--- config.mk ---
export PLATFORM = sky130hd
export DESIGN_NAME = serial_subtractor_ctrl
export DESIGN_NICKNAME = d
export VERILOG_FILES = /design/src/rtl/sub_ctrl_pkg.sv /design/src/rtl/full_subtractor.sv /design/src/rtl/serial_subtractor_ctrl.sv
export SDC_FILE = /design/constraint.sdc
export NUM_CORES = 1
export LEC_CHECK = 0
export BUFFER_PORTS_ARGS = -buffer_cell sky130_fd_sc_hd__buf_2
export CAP_MARGIN = 40
export CORE_UTILIZATION = 45
export CTS_CLUSTER_DIAMETER = 200
export CTS_CLUSTER_SIZE = 40
export DETAILED_ROUTE_END_ITERATION = 10
export HOLD_SLACK_MARGIN = 0.12
export PLACE_DENSITY = 0.69
export SYNTH_ARGS = -nofsm -noshare
export SYNTH_HDL_FRONTEND = slang
export SYNTH_SLANG_ARGS = --single-unit
--- constraint.sdc ---
create_clock -name clk -period 1.54 [get_ports clk]
set_input_delay 0 -clock clk [delete_from_list [all_inputs] [get_ports clk]]
set_output_delay 0 -clock clk [all_outputs]
set_load 0.1 [all_outputs]
--- src/rtl/sub_ctrl_pkg.sv ---
// Shared definitions for the bit-serial subtract engine.
//   state_t : controller state encoding. The fourth code, 2'd3, is never
//             entered. If it ever appears, the next state is S_IDLE.
package sub_ctrl_pkg;

  typedef enum logic [1:0] {
    S_IDLE = 2'd0,
    S_RUN  = 2'd1,
    S_DONE = 2'd2
  } state_t;

endpackage

--- src/rtl/full_subtractor.sv ---
// One-bit full subtractor cell: computes a - b - cin.
//   a, b, cin : minuend bit, subtrahend bit, borrow-in
//   dif       : difference bit
//   brw       : borrow-out (1 when a < b + cin)
module full_subtractor (
  input  logic a,
  input  logic b,
  input  logic cin,
  output logic dif,
  output logic brw
);

  assign dif = a ^ b ^ cin;
  assign brw = (~a & b) | (~(a ^ b) & cin);

endmodule

--- src/rtl/serial_subtractor_ctrl.sv ---
// Bit-serial WIDTH-bit subtractor. It computes diff = a - b - bin (mod 2^WIDTH)
// and the final borrow. It walks one full_subtractor cell over the operands,
// LSB first, for WIDTH cycles. The borrow is carried from bit to bit in a
// register.
//   clk, rst_n           : clock, asynchronous active-low reset
//   in_valid / in_ready  : operand handshake (ready only while idle)
//   a_in, b_in, bin      : minuend, subtrahend, borrow-in for bit 0
//   out_valid / out_ready: result handshake (valid only while done)
//   diff_out, borrow_out : registered result. It is held after the handshake.
module serial_subtractor_ctrl
  import sub_ctrl_pkg::*;
#(
  parameter int WIDTH = 8
) (
  input  logic             clk,
  input  logic             rst_n,
  input  logic             in_valid,
  output logic             in_ready,
  input  logic [WIDTH-1:0] a_in,
  input  logic [WIDTH-1:0] b_in,
  input  logic             bin,
  output logic             out_valid,
  input  logic             out_ready,
  output logic [WIDTH-1:0] diff_out,
  output logic             borrow_out
);

  localparam int CNT_W = (WIDTH > 1) ? $clog2(WIDTH) : 1;

  state_t           state, state_nxt;
  logic [WIDTH-1:0] a_sh, b_sh, diff_sh;
  logic             br;
  logic [CNT_W-1:0] cnt;
  logic             dif, brw;
  logic             last_bit;
  logic [WIDTH-1:0] diff_nxt;
  logic             accept, step;

  full_subtractor u_fs (
    .a   (a_sh[0]),
    .b   (b_sh[0]),
    .cin (br),
    .dif (dif),
    .brw (brw)
  );

  assign last_bit = (cnt == CNT_W'(WIDTH - 1));
  // Each new difference bit enters at the MSB. After WIDTH shifts, bit 0 has
  // reached bit 0.
  assign diff_nxt = {dif, diff_sh[WIDTH-1:1]};

  // NOTE: state elements use non-blocking assignments, so every register
  // samples the pre-edge values and the update order does not matter.
  always_ff @(posedge clk or negedge rst_n) begin
    if (!rst_n) state <= S_IDLE;
    else        state <= state_nxt;
  end

  // NOTE: default first, so every path assigns state_nxt and no latch is
  // inferred.
  always_comb begin
    state_nxt = S_IDLE;
    case (state)
      S_IDLE:  state_nxt = in_valid ? S_RUN : S_IDLE;
      S_RUN:   state_nxt = last_bit ? S_DONE : S_RUN;
      S_DONE:  state_nxt = out_ready ? S_IDLE : S_DONE;
      default: state_nxt = S_IDLE;
    endcase
  end

  always_comb begin
    in_ready  = (state == S_IDLE);
    out_valid = (state == S_DONE);
    accept    = (state == S_IDLE) && in_valid;
    step      = (state == S_RUN);
  end

  always_ff @(posedge clk or negedge rst_n) begin
    if (!rst_n) begin
      a_sh       <= '0;
      b_sh       <= '0;
      diff_sh    <= '0;
      br         <= 1'b0;
      cnt        <= '0;
      diff_out   <= '0;
      borrow_out <= 1'b0;
    end else if (accept) begin
      a_sh <= a_in;
      b_sh <= b_in;
      br   <= bin;
      cnt  <= '0;
    end else if (step) begin
      a_sh    <= a_sh >> 1;
      b_sh    <= b_sh >> 1;
      br      <= brw;
      diff_sh <= diff_nxt;
      if (last_bit) begin
        // The counter stops at WIDTH-1. It is reloaded on the next acceptance.
        diff_out   <= diff_nxt;
        borrow_out <= brw;
      end else begin
        cnt <= cnt + CNT_W'(1);
      end
    end
  end

endmodule

; After elaboration in Yosys (flattened, before gate mapping)
; Cells that the tools add are included.
[totals]
register_bits = 39
in_bits = 21
elab_cells = 40
[op_classes]
n_addsub = 1
n_eq_ne = 4
muxes = 13
bitwise = 8
reduce_logical = 6
[ops]
columns = op, n
row1 = two-way mux 8 bit, 4
row2 = two-way mux 3 bit, 3
row3 = case mux 2 bit (3 select lines), 1
row4 = two-way mux 2 bit, 2
row5 = AND reduction 2 bit, 2
row6 = adder 3 x 1 -> 3 bit (second input constant), 1
row7 = == test 3 bit (second input constant), 1
row8 = two-way mux 1 bit, 3
row9 = inverter 1 bit, 3
row10 = AND reduction 3 bit, 1
row11 = bitwise AND 1 bit, 2
row12 = == test 2 x 1 -> 1 bit (second input constant), 1
row13 = == test 2 bit (second input constant), 1
row14 = logical NOT 2 bit, 1
row15 = != test 2 x 1 -> 1 bit (second input constant), 1
row16 = nonzero test 2 bit, 1
row17 = bitwise XOR 1 bit, 2
row18 = logical AND 1 bit, 1
row19 = OR 1 bit, 1

; Logic depth before layout (Yosys ltp)
; Gate-level depths: netlist of the first run.
[logic_depth]
ltp_word = 6
depth_mapped = 5
ltp_nobuf = 4

; Modules after synthesis
; From an unflattened synthesis of the first run, not the netlist that was laid out.
[hier_totals]
cells_unflattened = 131
area_unflattened_um2 = 1767.9
[modules_own_cells]
columns = mod, n_inst, cells_each, area_per_inst_um2, seq_area_each_um2
row1 = serial_subtractor_ctrl, 1, 127, 1736.7, 950.9
row2 = full_subtractor, 1, 4, 31.3, 0.0

; Worst setup path after synthesis of the first run
; OpenSTA, ideal clock, no wires.
[synth_timing]
kind = reg2out
startpoint = register state[0]
endpoint = output port in_ready
arrival_time_ps = 1980
slack_ps = -440
path_stages_with_launch = 4
path_buffers = 2
path_cell_list = dfrtp_1 -> buf_6 -> buf_2 -> nor2_1
[synth_between]
elab_chain_len = 1
[synth_rtl]
columns = item, line_no
row1 = "start, declared", serial_subtractor_ctrl.sv:30  ; state_t state, state_nxt;
row2 = "start signal, assigned", serial_subtractor_ctrl.sv:56  ; else state <= state_nxt;
row3 = logical NOT 2 bit, serial_subtractor_ctrl.sv:72  ; in_ready = (state == S_IDLE);
row4 = "end, declared", serial_subtractor_ctrl.sv:18  ; output logic in_ready,
; Every way passes these cells.

; Worst setup path after layout of the first run
[layout_timing]
startpoint = register cnt[0]
endpoint = register diff_out[5]
[layout_between]
elab_chain_len = 2
[layout_rtl]
columns = item, line_no
row1 = "start, declared", serial_subtractor_ctrl.sv:33  ; logic [CNT_W-1:0] cnt;
row2 = "start signal, assigned", serial_subtractor_ctrl.sv:102  ; cnt <= cnt + CNT_W'(1);
row3 = == test 3 bit, serial_subtractor_ctrl.sv:47  ; assign last_bit = (cnt == CNT_W'(WIDTH - 1));
row4 = AND reduction 3 bit (no line), n/a
row5 = "end signal, assigned", serial_subtractor_ctrl.sv:99  ; diff_out <= diff_nxt;
row6 = "end, declared", serial_subtractor_ctrl.sv:24  ; output logic [WIDTH-1:0] diff_out,
; Every way passes these cells.
; A chain may end at the register's enable or synchronous reset.

==> summary.md, run 1 <==
| Metric | Value |
|---|---|
| Starting DRT DRC Count | 71 |
| Crit start category | flip-flop |
| Area Overhead vs Synth | 31.2% |
| Final slew viol count | 0 |
| Vias/cell | approximately 5.4 |
| Die height | roughly 65 um |
| Area of the mapped netlist | 1770 sq um |
| Final Power | roughly 5000 uW |
| F_max | around 670 MHz |
| Vias in the first global route | 1280 |
| Crit path largest cell delay | 0.39 ns |
| Simple logic cell fraction of the synthesized area | 0.146 |
| Sw frac | 0.449 |
| Syn Nets | between 150 and 200 |
| Maximum vdd ir drop | between 1 and 1.5 mV |
| Share of post-route cells with drive strength above 1 | 0.388 |
| Sequential fraction of the synthesis area | 0.538 |
| Lkg Pwr | 0.00106 uW |
| Clk_skew | 0.00488 ns |
| Mux contribution to synthesized area | 0.102 |
| Setup crit end kind | flip-flop |
| PortBufs | 31 |
| WP buf/inv | 1 |
| Critical-path cell list | ha_1, ha_2, nand3b_1, buf_4, mux2_1 |
| Slowest stage cell, crit path | dfrtp_1 |
| Setup CP Type | reg2reg |
| Reg power frac | 0.350 |
| Cell count after synthesis | between 100 and 150 |
| GP Congestion | ~0.76 |
| Crit Path Max Fanout | 4 |
| Hold Crit Class | in2reg |
| Die Wd | around 65 um |
| Leading cell types in the layout, fill and taps excluded | dfrtp_1 (38), buf_2 (29), dlygate4sd3_1 (18) |
| TritonCTS Buffers | 5 |
| Compound-gate portion of the synthesized area | 0.132 |
| Crit path max-delay family | flip-flops |
| Mapped Avg Cell Area | 13.5 sq um |
| Clock Power Share | 0.129 |
| Largest net degree at the start of global routing | 39 |
| Congestion Overflow GR | 0 |
| CTS max path bufs | 2 |
| Setup_tns | 0 ns |
| Initial core utilization | 0.476 |
| Pint | about 2800 uW |
| Clock latency on the worst-skew pair | roughly 0.29 ns |
| Max-slew headroom | 0.678 |
| Layout Utilization | 0.624 |
| Drt wl/cell | roughly 14 um |
| TritonCTS clock tree | done |
| Commonest non-fill, non-tap cell in the layout | dfrtp_1 |
| PD cells | 2150 nW/um^2 |
| Critical path depth | 5 |
| Core area | ~3700 sq um |
| Cells on Worst Hold Path | 3 |
| Status | completed |
| Root Driver | clkbuf_8 |
| Final Cycle Share | 0.967 |
| Slew @ Worst Pin | about 0.5 ns |
| # IOs | 32 |
| Drc violations | 0 |
| Comb pwr share | 0.521 |
| P_sw | between 2000 and 2500 uW |
| Global-route wire length before repair | 5.92 mm |
| Worst EP arrival | roughly 1.7 ns |
| Main combinational cell family by area after synthesis | simple AND/OR/NAND/NOR gates |
| Total GRT Usage | 0.190 |
| DRT Pass-1 Iters | 4 |
| # clock sinks | 38 |
| Total die area | 4180 sq um |
| Final #Nets | ~210 |
| Row Count | 22 |
| Clock H-tree levels | 2 |
| Total routed wirelength | approximately 3.4 mm |
| Clock-pin slew on the worst setup and hold paths | 0.07 ns |
| Final setup fails | 0 |
| Max cap viols | 0 |
| Required time worst endpoint | around 1.7 ns |
| Dpl hpwl | about 2.3 mm |
| Adder-cell share of the synthesized area | 0.0255 |
| Reg2reg path depth | 5 |
| Final worst path period need | 1.49 ns |
| FF+latch count, synth | 38 |
| Vias | approximately 1300 |
| Synth warn | 0 |
| Fill cell count | 307 |
| Post-synthesis xor/xnor area fraction | 0 |
| Flop-to-flop setup slack | roughly 0.05 ns |
| Post-route antenna net violation count | 0 |
| Antenna diodes | 0 |
| Hold Vio Cnt, Final | 0 |
| Post-synthesis cell type count | 25 |
| Initial antenna violation count | 0 |
[layer usage]
metal / GRT usage / wire [um]
met1: 0.248 / 1640
met5: 0 / 0
met2: 0.289 / 1540
met3: 0.0440 / 157
met4: 0.108 / 47
[area by class of cell]
| class | instances | area [sq um] | area share |
|---|---|---|---|
| flip-flops and latches | 38 | 951 | 0.410 |
| clock inverters | 2 | 10.0 | 0.00432 |
| clock buffers | 5 | 68.8 | 0.0297 |
| well taps | 48 | 60.1 | 0.0259 |
| repair buffers | 62 | 467 | 0.201 |
| inverters | 7 | 26.3 | 0.0113 |
| multi-input cells | 74 | 737 | 0.318 |
[stage by stage]
step	instances	cell area (sq um)	setup slack, ns	hold WS [ns]
detailed placement	209	2020	0.00248	0.0760
global route	236	2320	-0.00996	0.191
floorplan	131	1770	0.00952	-0.296
finish	236	2320	0.0503	0.155
CTS	235	2290	0.0252	0.157
global placement	209	2020	0.0515	0.0677
[cell families (layout without fill, tap and decap cells)]
logic type	after synthesis	count (layout)
flip-flops	38	38
AND/OR/NAND/NOR	32	32
AO/OA/AOI/OAI	23	23
buffers and inverters	19	76
multiplexers	16	16
adder cells (fa/ha/maj)	3	3
[worst reg2reg max path, stage by stage (launching register included)]
cell and delay (ns):
dfrtp_1 0.39, ha_1 0.21, ha_2 0.18, nand3b_1 0.12, buf_4 0.15, mux2_1 0.32
[power by group through the flow]
stage          sequential [uW]  combinational (uW)  clock (uW)
2_1_floorplan             2530                1200           0
3_3_place_gp              1750                2410           0
3_5_place_dp              1770                2480           0
4_1_cts                   1750                2540         662
5_1_grt                   1800                2780         711
6_report                  1750                2600         645
[path summary, 6_finish.rpt]
check,from,end
worst max-delay path,cnt[0],diff_out[5]
worst max register to register,cnt[0],diff_out[5]
worst min-delay path,b_in[7],b_sh[7]
max in group asynchronous,rst_n,state[1]
min in group asynchronous,rst_n,b_sh[0]
worst min register to register,diff_out[7],diff_out[7]
[cell usage after synthesis (all sizes together)]
| master | number | area [sq um] |
|---|---|---|
| inv | 7 | 26.3 |
| nor4bb | 2 | 20.0 |
| nand3 | 3 | 15.0 |
| o221ai | 3 | 26.3 |
| o21ai | 1 | 5.00 |
| buf | 11 | 70.1 |
| nor2 | 1 | 3.75 |
| o221a | 15 | 169 |
| o21ba | 1 | 10.0 |
| fa | 1 | 20.0 |
| nand2b | 5 | 33.8 |
| dfrtp | 38 | 951 |
| mux2 | 16 | 180 |
| nand2 | 2 | 7.51 |
| ha | 2 | 25.0 |
| a21oi | 1 | 5.00 |
| or2 | 1 | 6.26 |
| clkbuf | 1 | 3.75 |
| nor3b | 2 | 15.0 |
| a211o | 2 | 17.5 |
| or4b | 15 | 150 |
| nand3b | 1 | 7.51 |
[sequential cells by signal, indices dropped and copies added, names as in the netlist]
| signal | cells |
|---|---|
| a_sh | 8 |
| b_sh | 8 |
| borrow_out | 1 |
| br | 1 |
| cnt | 3 |
| diff_out | 8 |
| diff_sh | 7 |
| state | 2 |
[timing repair]
action	CTS	global route
hold buffers	18	0
setup buffers	1	1
gates resized for setup	0	6
gates cloned	0	0
endpoints found under the hold margin	55	0
endpoints found under the setup margin	1	24
Note: power is estimated with default switching activity, not from simulation.
==> inputs of run 2 (changes only) <==
Settings changed: ABC_AREA set to 1.
==> summary.md, run 2 <==
| Metric | Value |
|---|---|
| Yosys top cell by area | dfrtp_1 (unchanged) |
| Antenna diodes | 0 (unchanged) |
| Core area | 3770 sq um (was 3720 sq um) |
| Global-route wire length before repair | 6.93 mm (was 5.92 mm) |
| Post-synthesis xor/xnor area fraction | 0 (unchanged) |
| Yosys top cell area share | 0.518 (was 0.538) |
| Post-route antenna net violation count | 0 (unchanged) |
| # clock sinks | 38 (unchanged) |
| Final Cycle Share | 0.961 (was 0.967) |
| Compound-gate portion of the synthesized area | 0.0662 (was 0.132) |
| Number of flops mapped to enable cells by yosys | 0 (unchanged) |
| Vias/cell | 4.91 (was 5.40) |
| Hold Vio Cnt, Final | 0 (unchanged) |
| Mux contribution to synthesized area | 0 (was 0.102) |
| Initial antenna violation count | 0 (unchanged) |
| Vias | 1517 (was 1275) |
| Final setup fails | 0 (unchanged) |
| Slew @ Worst Pin | 0.487 ns (was 0.486 ns) |
| Die height | 65.8 um (was 64.7 um) |
| Worst EP arrival | 1.48 ns (was 1.67 ns) |
| Cell count after synthesis | 207 (was 131) |
| Placed Cells | 282 (was 209) |
| Top-count cell post-synth | nand2_1 (was dfrtp_1) |
| Area Overhead vs Synth | 28.0% (was 31.2%) |
| Area of the mapped netlist | 1830 sq um (was 1770 sq um) |
| Row Count | 22 (unchanged) |
| Mapped Avg Cell Area | 8.86 sq um (was 13.5 sq um) |
| GP Congestion | 0.754 (was 0.764) |
| Largest regs | a_sh (8), b_sh (8), diff_out (8) (unchanged) |
| Adder-cell share of the synthesized area | 0.0246 (was 0.0255) |
| Starting DRT DRC Count | 94 (was 71) |
| PortBufs | 31 (unchanged) |
| RSZ-0062 raised after global routing | no |
| Drc violations | 0 (unchanged) |
| Hold Crit Class | in2reg (unchanged) |
| Clock latency on the worst-skew pair | 0.29 ns (about the same) |
| Crit Path Max Fanout | 8 (was 4) |
| Congestion Overflow GR | 0 (unchanged) |
| Synth warn | 0 (unchanged) |
| Setup crit end kind | output port (was flip-flop) |
| PD cells | 2180 nW/um^2 (was 2150 nW/um^2) |
| Final #Nets | 284 (was 212) |
| Die Wd | 65.8 um (was 64.7 um) |
| Crit start category | flip-flop (unchanged) |
| Maximum vdd ir drop | 1.44 mV (was 1.16 mV) |
| Final slew viol count | 0 (unchanged) |
| Initial core utilization | 0.486 (was 0.476) |
| Commonest non-fill, non-tap cell in the layout | nand2_1 (was dfrtp_1) |
| Total GRT Usage | 0.216 (was 0.190) |
| Leading cell types in the layout, fill and taps excluded | nand2_1 (82), dfrtp_1 (38), buf_2 (29) (was dfrtp_1 (38), buf_2 (29), dlygate4sd3_1 (18)) |
| Max-slew headroom | 0.678 (about the same) |
| Largest net degree at the start of global routing | 21 (was 39) |
| Fill cell count | 317 (was 307) |
| Sequential fraction of the synthesis area | 0.518 (was 0.538) |
| TritonCTS clock tree | done (unchanged) |
| Drt wl/cell | 12.7 um (was 14.3 um) |
| Main combinational cell family by area after synthesis | simple AND/OR/NAND/NOR gates (unchanged) |
| Async S/R FF share, synth | 1.00 (unchanged) |
| # IOs | 32 (unchanged) |
| CTS max path bufs | 2 (unchanged) |
| Root Driver | clkbuf_8 (unchanged) |
| Top post-synthesis cells by count | nand2_1 (82), dfrtp_1 (38), nand3_1 (25) (was dfrtp_1 (38), mux2_1 (16), o221a_2 (15), or4b_1 (15), buf_2 (8)) |
| Lkg Pwr | 0.00124 uW (was 0.00106 uW) |
| Simple logic cell fraction of the synthesized area | 0.318 (was 0.146) |
| Status | completed (unchanged) |
| Final Power | 5120 uW (was 4990 uW) |
| Max cap viols | 0 (unchanged) |
| Share of post-route cells with drive strength above 1 | 0.234 (was 0.388) |
| Dpl hpwl | 2.51 mm (was 2.30 mm) |
| F_max | 675 MHz (was 671 MHz) |
| Clk_skew | 0.00760 ns (was 0.00488 ns) |
| TritonCTS Buffers | 5 (unchanged) |
| Setup CP Type | reg2out (was reg2reg) |
| Synth top area cells | dfrtp_1 (52%), nand2_1 (17%), nand3_1 (6.8%), nand3b_1 (5.3%), o21ai_2 (4.3%) (was dfrtp_1 (54%), mux2_1 (10%), o221a_2 (9.6%), or4b_1 (8.5%), buf_2 (2.3%)) |
| Total routed wirelength | 3.91 mm (was 3.38 mm) |
| Clock H-tree levels | 2 (unchanged) |
| Setup Buffers After CTS | 0 (was 1) |
| Setup_tns | 0 ns (unchanged) |
| Clock-pin slew on the worst setup and hold paths | 0.07 ns (about the same) |
| Final worst path period need | 1.48 ns (was 1.49 ns) |
| Post-synthesis cell type count | 18 (was 25) |
| Syn Nets | 231 (was 155) |
| Required time worst endpoint | 1.54 ns (was 1.72 ns) |
| Vias in the first global route | 1492 (was 1280) |
| Primary FF master, synth | dfrtp_1 (unchanged) |
| DRT Pass-1 Iters | 5 (was 4) |
| Final Non-Filler Cells | 309 (was 236) |
| FF+latch count, synth | 38 (unchanged) |
| Total die area | 4340 sq um (was 4180 sq um) |
-- run 2: timing repair --
action / CTS / global route
gates resized for setup: 0 / 2
setup endpoints to repair: 0 / 3
hold buffers: 19 / 0
endpoints found under the hold margin: 56 / 0
-- run 2: power breakdown --
part	internal, uW	switching (uW)	total [uW]
combinational	744	1840	2580
clock	477	348	825
sequential	1440	279	1720
-- run 2: layout make-up --
type	count	area [sq um]	share of cell area
Sequential cell	38	951	0.405
Inverter	13	48.8	0.0208
Multi-Input combinational cell	146	759	0.323
Timing Repair Buffer	56	420	0.179
Tap cell	48	60.1	0.0256
Clock buffer	5	68.8	0.0293
Clock inverter	3	40.0	0.0170
-- run 2: cells by family (layout without fill, tap and decap cells) --
family / count (synthesis) / in the layout
adder cells (fa/ha/maj): 3 / 3
AO/OA/AOI/OAI: 17 / 17
buffers and inverters: 23 / 77
flip-flops: 38 / 38
AND/OR/NAND/NOR: 126 / 126
-- run 2: worst max-delay path, stage by stage (launching register included) --
cell	delay [ns]
dfrtp_1	0.51
buf_4	0.22
nor2_2	0.11
clkbuf_4	0.34
-- run 2: metrics by stage --
stage	hold WS (ns)	setup slack (ns)	util	instance area [sq um]
6_report	0.161	0.0595	0.623	2350
5_1_grt	0.184	0.000513	0.623	2350
4_1_cts	0.145	0.00675	0.620	2340
3_5_place_dp	-0.0354	0.146	0.541	2040
3_3_place_gp	-0.0283	0.159	0.541	2040
2_1_floorplan	-0.296	0.0383	-	1840
-- run 2: worst paths after layout --
check / cells past startpoint / end / slack [ns] / from
setup / recovery: 3 / out_valid / 0.06 / state[0]
hold / removal: 3 / a_sh[7] / 0.16 / in_valid
setup reg to reg: 5 / cnt[0] / 0.13 / cnt[0]
hold reg to reg: 2 / a_sh[7] / 0.48 / a_sh[7]
max in group asynchronous: 3 / br / 0.90 / rst_n
min in group asynchronous: 2 / diff_out[0] / 0.18 / rst_n
-- run 2: metal layers --
layer / global-route usage / up-vias / part of all wire
met4: 0.0679 / 0 / 0.017
met1: 0.292 / 709 / 0.46
met2: 0.335 / 35 / 0.49
met3: 0.0569 / 7 / 0.035
met5: 0 / - / 0
li1: - / 766 / -
==> inputs of run 3 (changes only) <==
Settings changed: ABC_AREA 1 to unset, CTS_BUF_LIST set to sky130_fd_sc_hd__clkbuf_8 sky130_fd_sc_hd__clkbuf_16, PLACE_DENSITY 0.69 to 0.73.
==> summary.md, run 3 (synthesized netlist as in run 1, its figures left out) <==
| Metric | Value |
|---|---|
| Status | completed (unchanged) |
| Total routed wirelength | 3.45 mm (was 3.91 mm) |
| Drt wl/cell | 14.6 um (was 12.7 um) |
| Vias/cell | 5.43 (was 4.91) |
| Clock latency on the worst-skew pair | 0.29 ns (about the same) |
| Total die area | 4180 sq um (was 4340 sq um) |
| Maximum vdd ir drop | 1.12 mV (was 1.44 mV) |
| Fill cell count | 294 (was 317) |
| Initial antenna violation count | 0 (unchanged) |
| PortBufs | 31 (unchanged) |
| Initial core utilization | 0.476 (was 0.486) |
| P_sw | 2220 uW (was 2460 uW) |
| Hold Vio Cnt, Final | 0 (unchanged) |
| Comb pwr share | 0.503 (about the same) |
| Worst EP arrival | 1.67 ns (was 1.48 ns) |
| Congestion Overflow GR | 0 (unchanged) |
| Slew @ Worst Pin | 0.487 ns (about the same) |
| Crit start category | flip-flop (unchanged) |
| Largest net degree at the start of global routing | 39 (was 21) |
| Crit Path Max Fanout | 6 (was 8) |
| Hold Crit Class | in2reg (unchanged) |
| Max-slew headroom | 0.678 (about the same) |
| Final setup fails | 0 (unchanged) |
| Final Cycle Share | 0.974 (was 0.961) |
| Final Power | 4980 uW (was 5120 uW) |
| Pint | 2760 uW (was 2660 uW) |
| Antenna diodes | 0 (unchanged) |
| Final hold slack | 0.151 ns (was 0.161 ns) |
| Critical-path cell list | ha_2, ha_2, nand3b_1, buf_6, mux2_1 (was buf_4, nor2_2, clkbuf_4) |
| Crit path top cell by count | ha_2 |
| Final worst path period need | 1.50 ns (was 1.48 ns) |
| TritonCTS Buffers | 5 (unchanged) |
| Crit path largest cell delay | 0.42 ns (was 0.51 ns) |
| RSZ-0062 raised after global routing | yes (was no) |
| CTS max path bufs | 2 (unchanged) |
| GP Congestion | 0.731 (was 0.754) |
| Root Driver | clkbuf_8 (unchanged) |
| Die Wd | 64.7 um (was 65.8 um) |
| DRT Pass-1 Iters | 4 (was 5) |
| Crit path max-delay family | flip-flops (was buffers and inverters) |
| # clock sinks | 38 (unchanged) |
| Clock Power Share | 0.139 (was 0.161) |
| WP buf/inv | 1 (was 2) |
| Setup crit end kind | flip-flop (was output port) |
| Global-route wire length before repair | 6.02 mm (was 6.93 mm) |
| Clock H-tree levels | 2 (unchanged) |
| Clock-pin slew on the worst setup and hold paths | 0.07 ns (about the same) |
| Max cap viols | 0 (unchanged) |
| Sw frac | 0.445 (was 0.481) |
| Total GRT Usage | 0.193 (was 0.216) |
| Commonest non-fill, non-tap cell in the layout | dfrtp_1 (was nand2_1) |
| Vias in the first global route | 1287 (was 1492) |
| Die height | 64.7 um (was 65.8 um) |
| Largest regs | a_sh (8), b_sh (8), diff_out (8) (unchanged) |
| # IOs | 32 (unchanged) |
| Setup CP Type | reg2reg (was reg2out) |
| Area Overhead vs Synth | 31.7% (was 28.0%) |
| Core area | 3720 sq um (was 3770 sq um) |
| Dpl hpwl | 2.33 mm (was 2.51 mm) |
| Lkg Pwr | 0.00107 uW (was 0.00124 uW) |
| Required time worst endpoint | 1.71 ns (was 1.54 ns) |
| Clk_skew | 0.00581 ns (was 0.00760 ns) |
| TritonCTS clock tree | done (unchanged) |
| Row Count | 22 (unchanged) |
| Final slew viol count | 0 (unchanged) |
| Vias | 1288 (was 1517) |
| Final #Nets | 212 (was 284) |
| Drc violations | 0 (unchanged) |
| Share of post-route cells with drive strength above 1 | 0.370 (was 0.234) |
| PD cells | 2140 nW/um^2 (was 2180 nW/um^2) |
| Slowest stage cell, crit path | dfrtp_1 (unchanged) |
| Leading cell types in the layout, fill and taps excluded | dfrtp_1 (38), buf_2 (29), dlygate4sd3_1 (18) (was nand2_1 (82), dfrtp_1 (38), buf_2 (29)) |
| Starting DRT DRC Count | 75 (was 94) |
| Post-route antenna net violation count | 0 (unchanged) |
| F_max | 667 MHz (was 675 MHz) |
| Reg power frac | 0.359 (was 0.336) |
## run 3: layer usage
layer	vias to the layer above	GRT usage	wire, um
met3	6	0.0546	134
met4	0	0.0917	65
met2	26	0.299	1640
met1	644	0.249	1610
met5	-	0	0
li1	612	-	-
## run 3: area by class of cell
cell class	count	area [sq um]	area share
repair buffers	62	470	0.202
inverters	7	26.3	0.0113
well taps	48	60.1	0.0258
clock inverters	2	8.76	0.00376
multi-input cells	74	729	0.313
clock buffers	6	82.6	0.0355
flip-flops and latches	38	951	0.408
## run 3: repair_timing
item                                    in CTS  in global routing
resized for setup                            0                  5
buffers inserted                             0                  1
endpoints found under the hold margin       55                  0
endpoints found under the setup margin       0                 19
hold buffers                                18                  0
## run 3: final timing paths
kind	start	to	slack, ns	cells after the start
hold / removal	a_in[7]	a_sh[7]	0.15	3
setup reg to reg	cnt[0]	diff_out[0]	0.04	5
min in group asynchronous	rst_n	cnt[2]	0.28	3
setup / recovery	cnt[0]	diff_out[0]	0.04	5
hold reg to reg	diff_out[5]	diff_out[5]	0.49	1
max in group asynchronous	rst_n	diff_out[0]	0.94	3
## run 3: worst min-delay path: stages
cell,delay (ns)
buf_2,0.07
nor4bb_1,0.21
a211o_1,0.13
## run 3: power by group through the flow
| stage | clock [uW] | combinational (uW) | sequential [uW] |
|---|---|---|---|
| finish | 691 | 2500 | 1790 |
| floorplan | 0 | 1200 | 2530 |
| detailed placement | 0 | 2460 | 1790 |
| global route | 763 | 2690 | 1860 |
| CTS | 711 | 2490 | 1780 |
| global placement | 0 | 2380 | 1760 |
## run 3: stage by stage
stage	setup WS [ns]	TNS, ns	instances	util	cell area (sq um)
global placement	0.0861	0	210	0.547	2030
detailed placement	0.0410	0	210	0.547	2030
global route	-0.0445	-0.291	237	0.627	2330
finish	0.0399	0	237	0.627	2330
floorplan	0.00952	0	131	-	1770
CTS	0.0242	0	236	0.620	2300
